===== src/rtl/load_store_unit.sv =====
// Load/store unit: issues one word-aligned data-bus request per command and
// produces the aligned, extended load result on MEM_READ.
module load_store_unit #(
  parameter int TIMEOUT_CYCLES = 16
) (
  input  logic        clk,
  input  logic        rst,
  input  logic        LS_START,
  input  logic        LS_WRITE,
  input  logic [2:0]  FUNCT3,
  input  logic [31:0] ADDR,
  input  logic [31:0] STORE_DATA,
  output logic [31:0] MEM_READ,
  output logic        LS_BUSY,
  output logic        LS_DONE,
  output logic        LS_ERR,
  output logic        BUS_REQ,
  output logic        BUS_WE,
  output logic [31:0] BUS_ADDR,
  output logic [3:0]  BUS_WSTRB,
  output logic [31:0] BUS_WDATA,
  input  logic        BUS_ACK,
  input  logic [31:0] BUS_RDATA
);

  typedef enum logic [1:0] {IDLE, REQ, DONE, ERR} state_t;

  localparam logic [7:0] LAST_WAIT = 8'(TIMEOUT_CYCLES - 1);

  state_t      state_reg, state_next;
  logic [7:0]  wait_cnt_reg;
  logic [2:0]  funct3_reg;
  logic [1:0]  offset_reg;
  logic        write_reg;
  logic [31:0] mem_read_reg;
  logic        bus_we_reg;
  logic [31:0] bus_addr_reg;
  logic [3:0]  bus_wstrb_reg;
  logic [31:0] bus_wdata_reg;

  logic        cmd_legal, cmd_aligned, cmd_ok;
  logic [3:0]  wstrb_next;
  logic [31:0] wdata_next;
  logic [31:0] rdata_shifted;
  logic [15:0] rdata_half;
  logic [31:0] load_value;

  // Command decode on the raw inputs, used only in the LS_START cycle.
  always_comb begin
    cmd_legal = LS_WRITE ? (FUNCT3 inside {3'b000, 3'b001, 3'b010})
                         : (FUNCT3 inside {3'b000, 3'b001, 3'b010, 3'b100, 3'b101});
    case (FUNCT3[1:0])
      2'b01:   cmd_aligned = !ADDR[0];
      2'b10:   cmd_aligned = (ADDR[1:0] == 2'b00);
      default: cmd_aligned = 1'b1;
    endcase
    cmd_ok = cmd_legal && cmd_aligned;

    wstrb_next = 4'b0000;
    wdata_next = 32'h0;
    if (LS_WRITE) begin
      case (FUNCT3[1:0])
        2'b00: begin
          wstrb_next = 4'b0001 << ADDR[1:0];
          wdata_next = {4{STORE_DATA[7:0]}};
        end
        2'b01: begin
          wstrb_next = 4'b0011 << ADDR[1:0];
          wdata_next = {2{STORE_DATA[15:0]}};
        end
        default: begin
          wstrb_next = 4'b1111;
          wdata_next = STORE_DATA;
        end
      endcase
    end
  end

  // Lane extraction and extension of the returned word.
  always_comb begin
    rdata_shifted = BUS_RDATA >> {offset_reg, 3'b000};
    rdata_half    = offset_reg[1] ? BUS_RDATA[31:16] : BUS_RDATA[15:0];
    case (funct3_reg)
      3'b000:  load_value = {{24{rdata_shifted[7]}}, rdata_shifted[7:0]};
      3'b001:  load_value = {{16{rdata_half[15]}}, rdata_half};
      3'b100:  load_value = {24'h0, rdata_shifted[7:0]};
      3'b101:  load_value = {16'h0, rdata_half};
      default: load_value = BUS_RDATA;
    endcase
  end

  always_comb begin
    state_next = state_reg;
    case (state_reg)
      IDLE: if (LS_START) state_next = cmd_ok ? REQ : ERR;
      REQ: begin
        if (BUS_ACK)
          state_next = DONE;
        else if (wait_cnt_reg == LAST_WAIT)
          state_next = ERR;
      end
      DONE:    state_next = IDLE;
      ERR:     state_next = IDLE;
      default: state_next = IDLE;
    endcase
  end

  always_ff @(posedge clk) begin
    if (rst)
      state_reg <= IDLE;
    else
      state_reg <= state_next;
  end

  always_ff @(posedge clk) begin
    if (rst) begin
      wait_cnt_reg  <= 8'h0;
      funct3_reg    <= 3'b000;
      offset_reg    <= 2'b00;
      write_reg     <= 1'b0;
      mem_read_reg  <= 32'h0;
      bus_we_reg    <= 1'b0;
      bus_addr_reg  <= 32'h0;
      bus_wstrb_reg <= 4'b0000;
      bus_wdata_reg <= 32'h0;
    end else begin
      if (state_reg == IDLE && LS_START) begin
        funct3_reg   <= FUNCT3;
        offset_reg   <= ADDR[1:0];
        write_reg    <= LS_WRITE;
        wait_cnt_reg <= 8'h0;
        // Rejected commands never touch the bus.
        if (cmd_ok) begin
          bus_we_reg    <= LS_WRITE;
          bus_addr_reg  <= {ADDR[31:2], 2'b00};
          bus_wstrb_reg <= wstrb_next;
          bus_wdata_reg <= wdata_next;
        end
      end
      if (state_reg == REQ) begin
        wait_cnt_reg <= wait_cnt_reg + 8'h1;
        if (BUS_ACK && !write_reg)
          mem_read_reg <= load_value;
      end
    end
  end

  assign MEM_READ  = mem_read_reg;
  assign LS_BUSY   = (state_reg != IDLE);
  assign LS_DONE   = (state_reg == DONE) || (state_reg == ERR);
  assign LS_ERR    = (state_reg == ERR);
  assign BUS_REQ   = (state_reg == REQ);
  assign BUS_WE    = bus_we_reg;
  assign BUS_ADDR  = bus_addr_reg;
  assign BUS_WSTRB = bus_wstrb_reg;
  assign BUS_WDATA = bus_wdata_reg;

endmodule


===== config.mk =====
export PLATFORM = sky130hd
export DESIGN_NAME = load_store_unit
export DESIGN_NICKNAME = d
export VERILOG_FILES = /design/src/rtl/load_store_unit.sv
export SDC_FILE = /design/constraint.sdc
export NUM_CORES = 1
export LEC_CHECK = 0
export CORE_UTILIZATION = 30
export CTS_CLUSTER_SIZE = 25
export DETAILED_ROUTE_END_ITERATION = 6
export PLACE_DENSITY = 0.65
export SYNTH_ARGS = -nofsm -noshare
export SYNTH_HDL_FRONTEND = slang
export SYNTH_SLANG_ARGS = --single-unit

===== constraint.sdc =====
create_clock -name clk -period 4.05 [get_ports clk]
set_input_delay 1.215 -clock clk [delete_from_list [all_inputs] [get_ports clk]]
set_output_delay 1.215 -clock clk [all_outputs]
set_load 0.01 [all_outputs]

### Word-level counts from Yosys, hierarchy flattened

Cells that the tools add are included.
W data, S select, Z words.

* bits in registers: 115
* bits in latches: 0
* memory bits (writable): 0
* bits in read-only memories: 0
* input bits: 104
* output and inout bits: 105
* word-level logic and storage cells: 63
* memories: 0

* add/subtract/negate cells: 1
* multipliers: 0
* div/mod/pow operators: 0
* magnitude comparators: 0
* eq/ne operators: 15
* shift-type cells: 3
* multiplexer cells: 15
* bitwise gates (word level): 0
* reduce and logical (&&, ||, !) cells: 19

Operators by type and width (number)
* $pmux W32 S4: 1
* $pmux W32 S2: 1
* $mux W32: 1
* $shr A32 B5 Y8: 1
* $mux W16: 1
* $mux W8: 2
* $eq A3 B3 Y1 const B: 4
* $add A8 B1 Y8 const B: 1
* $eq A8 B4 Y1 const B: 1
* $mux W2: 4
* $pmux W4 S2: 1
* $eq A2 B2 Y1 const B: 3
* $eq A3 B1 Y1 const B: 2
* $logic_not A2 Y1: 3
* $logic_not A3 Y1: 2
* $pmux W2 S3: 1
* $reduce_and A2 Y1: 3
* $reduce_bool A5 Y1: 1
* $eq A2 B1 Y1 const B: 2
* $mux W4: 1
* $reduce_bool A2 Y1: 2
* $shl A1 B2 Y4 const A: 1
* $shl A2 B2 Y4 const A: 1
* $eq A3 B2 Y1 const B: 1
* 9 further kinds: 12

### Longest topological paths before layout

* depth in word-level cells: 7
* depth in mapped cells: 10
* depth with buffers taken out: 6

### Worst setup path before layout

OpenSTA, ideal clock, no wires.

* path kind: input to register
* start point: input FUNCT3[1]
* end point: register bus_wdata_reg[10], in the netlist BUS_WDATA[10]
* library setup time: 0.071 ns
* arrival: 3.178 ns
* data required time: 3.979 ns
* path slack: 0.801 ns
* stages on the path: 9
* buffers on the path: 3
* cell sequence: clkbuf_1 > inv_1 > ha_1 > clkbuf_1 > nor3_1 > o22ai_1 > a21oi_2 > clkbuf_1 > o2bb2ai_1

* cells in the longest elaborated chain, start to end: 5
* elaborated cells between the ends (all ways): 16
* those cells by class: 6 x eq/ne; 4 x mux; 6 x reduce/logical

Ends and longest elaborated chain
* from (decl): RTL line 10 `input logic [2:0] FUNCT3,`
* $eq A3 B1 Y1, or another cell as far along: RTL line 50, 51
* $reduce_bool A5 Y1 / $reduce_bool A3 Y1 (equally long branches): RTL line 51, 50
* $mux W1: RTL line 50 `cmd_legal = LS_WRITE ? (FUNCT3 inside {3'b000, 3'b001, 3'b010})`
* $logic_and A1 B1 Y1: RTL line 57 `cmd_ok = cmd_legal && cmd_aligned;`
* $reduce_and A2 Y1 (no source line)
* to (signal assigned): RTL line 137 `bus_wdata_reg <= wdata_next;`
* to (decl): RTL line 39 `logic [31:0] bus_wdata_reg;`

Parallel ways exist; a longest one is shown, timed or not.
A chain may end at the register's enable or synchronous reset.

### Worst setup path in the final report

* start point: register state_reg[1]
* end point: output BUS_REQ

* cells in the longest elaborated chain, start to end: 1

Ends and longest elaborated chain
* from (decl): RTL line 30 `state_t state_reg, state_next;`
* from (signal assigned): RTL line 112 `state_reg <= state_next;`
* $eq A2 B1 Y1: RTL line 152 `assign BUS_REQ = (state_reg == REQ);`
* to (decl): RTL line 17 `output logic BUS_REQ,`

Every way passes these cells.

==> results.toml <==
[outcome]
run_status = "finished, violations left"
failed_checks = "DRC"

[routing]
drt_drc_violations_left = 2
vias = 5051
average_detailed_routed_wire_length_per_instance_um = 15.50
starting_drc_count_in_detailed_routing = 272
drtPass1Iterations = 6
wire_length_after_detailed_routing_mm = 16.12
routed_via_density = 4.857
final_antenna_net_count = 0

[power_and_ir_drop]
p_total_mw = 3.330
ir_worst_vdd_uv = 260.5
powerDensity_mw_per_mm2 = 400.1
power.leakage_nw = 2.916

[finish]
fill_cells = 1774
layout.cells.most_common_list = "sky130_fd_sc_hd__clkdlybuf4s50_1, sky130_fd_sc_hd__dfxtp_1, sky130_fd_sc_hd__nand2b_1"
share_of_final_layout_standard_cells_stronger_than_drive_strength_1_pct = 7.522
syn_to_final_growth_pct = 52.07
mostFrequentLayoutCell = "sky130_fd_sc_hd__clkdlybuf4s50_1"
antenna_cells = 0
nets = 908

[synthesis]
synth_area_per_cell_um2 = 8.989
synthDistinctLibCells = 48
synth-async-reset-ratio_pct = 0
synth-seq-area-share_pct = 42.06
synth_seq_cells = 115
synth_enable_flop_cells = 0
synth-warning-count = 0
post_synth_inst_count = 609
netlist_area_mm2 = 0.005474
dominantRegCellSynth = "sky130_fd_sc_hd__dfxtp_1"

[timing]
post-route-period-util_pct = 79.16
grt_setup_unrepaired = "no"
max_slew_margin_pct = 35.08
worst_clock_skew_ps = 13.13
final_period_minus_worst_setup_slack_ps = 3206
slew_violations = 0
setup_viol = 0
final.setup.tns_ps = 0
fmax_mhz = 311.9
timing_hold_violations_final = 0
max_slew.worst_pin.slew_ps = 971.7

[setup_path]
worstPathCellList = "nand2b_1 > clkinv_1 > clkdlybuf4s50_1"
timing.critical_path.arrival_ps = 1990
critical_path.startpoint_type = "register"
required_time_at_the_endpoint_of_the_critical_path_ps = 2830
crit_path_max_fanout = 9
cp_slowest_cell = "sky130_fd_sc_hd__clkdlybuf4s50_1"
critPathMaxStageDelay_ps = 570
critPathCaptureType = "output pin"
crit_type = "register to output pin"

[clock_tree]
max-clock-path-buffers = 2
cts_setup_buffers = 0
clock_insertion_delay_at_the_later_pin_of_the_skew_report_ps = 410
cts.root.buffer_cell = "sky130_fd_sc_hd__clkbuf_16"
cts.reportedPaths.clkPinSlew_ps = 60
cts_resized = 0
cts_tree = "done"
clock_sink_count = 115
hold_buffers = 0
cts_buffers = 17
cts.htree.levels = 4

[floorplanning]
top_level_ports = 209
floorplan.die.height_um = 137.1
die-width_um = 137.1
design.die.area_mm2 = 0.01879
start_util_pct = 30.58
core_area_mm2 = 0.01790
num_rows = 49

[global_routing]
antenna_found_initial = 0
first_global_vias = 4717
grt_use_total_pct = 17.17
grt_max_degree = 48
gr-total-overflow = 0
first_pass_grt_wire_length_mm = 24.83

[hold_path]
hold_path.class = "register to register"

[job]
max-cap-violations = 0

[placed_design]
buffer_ports.inserted = 206
place.detailed.hpwl_mm = 11.49
gp_congestion = 0.8062
[critical path, delay by kind of cell, from the launching register on]
| family | cells | cell delay [ps] |
|---|---|---|
| buffers and inverters | 2 | 880 |
| AND/OR/NAND/NOR | 1 | 290 |
| flip-flops | 1 | 410 |
[cell usage after synthesis (3+ instances only)]
cell                        count  area [um2]
sky130_fd_sc_hd__mux2_2         9       101.4
sky130_fd_sc_hd__buf_6          4       45.04
sky130_fd_sc_hd__nand3b_1       8       60.06
sky130_fd_sc_hd__dfxtp_1      115        2302
sky130_fd_sc_hd__a22o_1        22       192.7
sky130_fd_sc_hd__inv_1          6       22.52
sky130_fd_sc_hd__a22oi_1        9       67.56
sky130_fd_sc_hd__o22ai_1        3       18.77
sky130_fd_sc_hd__nand2_1       45       168.9
sky130_fd_sc_hd__o21ai_0       19       95.09
sky130_fd_sc_hd__nor2_1        53       198.9
sky130_fd_sc_hd__ha_1           5       62.56
sky130_fd_sc_hd__or3_1          4       25.02
sky130_fd_sc_hd__buf_4          4       30.03
sky130_fd_sc_hd__nand2b_1      74       462.9
sky130_fd_sc_hd__nor3b_1        4       30.03
sky130_fd_sc_hd__a221oi_1       3       26.28
sky130_fd_sc_hd__buf_2          6       30.03
sky130_fd_sc_hd__a21oi_1       39       195.2
sky130_fd_sc_hd__a211oi_1      38       285.3
sky130_fd_sc_hd__clkbuf_1      34       127.6
sky130_fd_sc_hd__o2bb2ai_1     22       192.7
sky130_fd_sc_hd__nor3_1         3       15.01
sky130_fd_sc_hd__mux2i_1       46       460.4
[worst paths after layout]
| kind | from | to | slack (ps) | cells after the start |
|---|---|---|---|---|
| worst max-delay path | state_reg[1] | BUS_REQ | 840 | 3 |
| worst min-delay path | BUS_WDATA[17] | BUS_WDATA[17] | 460 | 1 |
| worst max register to register | state_reg[1] | MEM_READ[8] | 1800 | 5 |
| worst min register to register | BUS_WDATA[17] | BUS_WDATA[17] | 460 | 1 |
[where the power goes]
part           switching (mW)  leakage [nW]  internal, mW  total [mW]
registers              0.0316         0.932          1.18        1.21
clock network           0.518         0.305          1.09        1.61
logic                   0.235          1.68         0.276       0.510
[stage by stage]
| step | std cells | instance area [um2] | setup slack [ps] | util, % | hold WS (ps) |
|---|---|---|---|---|---|
| final | 1040 | 8324 | 844.1 | 46.50 | 461.2 |
| after global routing | 1040 | 8324 | 636.4 | 46.50 | 481.6 |
| after CTS | 1040 | 8324 | 794.9 | 46.50 | 465.6 |
| after detailed placement | 1009 | 7687 | 577.3 | 42.94 | 450.7 |
| after global placement | 1009 | 7687 | 591.7 | 42.94 | 440.4 |
| after floorplan | 610 | 5478 | 800.8 | - | 439.6 |
[area by class of cell]
cell class	count	area (um2)	area share, %
sequential	115	2302	27.66
timing repair buffer	220	2175	26.12
multi-input combinational	437	2894	34.77
tap	229	286.5	3.442
clock buffer	23	488.0	5.862
clock inverter	8	148.9	1.789
inverter	8	30.03	0.3607
[metal layers]
layer  track usage, %  wire length [um]
met4            5.739               171
met2            26.82              7477
met5                0                 0
met1            22.05              7448
met3            5.667              1021
[logic make-up after synthesis]
family | after synthesis | share of synthesized area, %
multiplexers | 55 | 10.26
flip-flops | 115 | 42.06
other | 1 | 0.06851
AND/OR/NAND/NOR | 208 | 19.84
adder cells (fa/ha/maj) | 5 | 1.143
AO/OA/AOI/OAI | 167 | 21.49
buffers and inverters | 58 | 5.143
No activity file was read; power rests on OpenSTA's default activity.
==> edit (same settings) <==
The 4 states of `state_t` get a one-hot encoding in 4 bits.
--- a/src/rtl/load_store_unit.sv
+++ b/src/rtl/load_store_unit.sv
@@ -25,3 +25,3 @@
 
-  typedef enum logic [1:0] {IDLE, REQ, DONE, ERR} state_t;
+  typedef enum logic [3:0] {IDLE = 4'b0001, REQ = 4'b0010, DONE = 4'b0100, ERR = 4'b1000} state_t;
 
Behaviour: no difference found for any inputs over 4 cycles, from zero or initial values and one cycle with rst high; so few cycles prove little.
==> edit against the unedited design <==
Sequential cell count rose by 2; worst setup slack worse by 0.17 ns; area after synthesis rose by 0.75%; maximum frequency shrank 5.2%; routed wire length rose by 7.8%; total power is 0.98% lower; cell area is 0.35% higher; critical path type unchanged; largest power group unchanged.
==> edit: results (changes against the unedited design) <==
outcome:
  outcome: "finished, final reports clean"  # was finished with violations
global_routing:
  groute.layer.met2.usage_pct: 29.3  # was 26.8%
  met3_usage_pct: 5.56  # was 5.67%
  grt_max_degree: 45  # was 48
  grt_pass1_vias: 5058  # was 4,717
  grt_pass1_wl_um: 26600  # was 24,800 um
  use_met1_pct: 23.3  # was 22.0%
  grt_usage_pct: 18.3  # was 17.2%
cells_and_area:
  fillCellCount: 1734  # was 1,774
  fin_nets: 923  # was 908
  drive_above_1_share_pct: 6.66  # was 7.52%
logic_synthesis:
  yosys-top-cells-area: "dfxtp_1, nand4b_1, nand2b_1"  # was dfxtp_1, nand2b_1, mux2i_1
  synth_common_cells: "dfxtp_1, nand2_1, nor2_1"  # was dfxtp_1, nand2b_1, nor2_1
  synth_cell_types: 54  # was 48
  synth_seq_area_share_pct: 42.5  # was 42.1%
route:
  drtIter0Drc: 267  # was 272
place:
  dp_hpwl_um: 12200  # was 11,500 um
  place_congestion: 0.775  # was 0.806
  placedInstanceArea_mm2: 0.00771  # was 0.00769 mm^2
  post-place-ws_ns: 0.303  # was 0.577 ns
critical_path:
  cp_slowest_cell: "or4b_4"  # was clkdlybuf4s50_1
  worstPathMaxFanout: 12  # was 9
  crit_start: "state_reg[3]"  # was state_reg[1]
  cpPeakStageDelay_ns: 0.64  # was 0.57 ns
pwr:
  vdd_drop_max_uv: 283  # was 260 uV
  power.leakage_nw: 2.95  # was 2.92 nW
sta:
  period_needed_ns: 3.38  # was 3.21 ns
  worst-slew-pin-transition_ns: 1.02  # was 0.972 ns
  skew_ns: 0.0121  # was 0.0131 ns
hold_path:
  holdCritStartpoint: "MEM_READ[11]"  # was BUS_WDATA[17]
==> edit: worst paths after layout <==
check	end	cells after the start
hold reg to reg	MEM_READ[11]	2
hold / removal	MEM_READ[11]	2
setup reg to reg	MEM_READ[23]	6
setup / recovery	BUS_REQ	3
==> edit: tightest hold or removal path, stage by stage, from the launching register on <==
cell and delay, ns:
dfxtp_1 0.30, nand2_1 0.05, a21oi_1 0.05
==> edit: kinds of logic after synthesis <==
group | count (synthesis) | synth area share [%]
and+or+nand+nor | 212 | 21.1
AOI/OAI and AO/OA | 203 | 25.6
DFF | 117 | 42.5
buffers and inverters | 74 | 5.88
muxes | 18 | 3.52
adders and majority gates | 5 | 1.13
other | 1 | 0.0680
xor gates and xnor gates | 1 | 0.159
==> edit: area by class of cell <==
cell class,count,share of cell area (%)
clock buffer,21,5.51
clock inverter,10,2.13
inverter,19,0.869
multi-input combinational,441,34.3
sequential,117,28.0
tap,229,3.43
timing repair buffer,218,25.7
==> edit: per-layer routing <==
layer  up-vias  part of all wire (%)
li1       2670                     -
met1      2494                    45
met2       152                    48
met3        13                   6.7
met4         0                   1.0
met5         -                     0
==> edit: report_power, final <==
group          leakage, nW  internal (mW)  switching [mW]
clock network        0.313           1.12           0.520
registers            0.946           1.18          0.0320
logic                 1.69          0.231           0.217
==> edit: metrics by stage <==
stage | hold WS, ns | cells
finish | 0.448 | 1055
global route | 0.480 | 1055
CTS | 0.450 | 1055
detailed placement | 0.442 | 1024
global placement | 0.437 | 1024
floorplan | 0.432 | 632
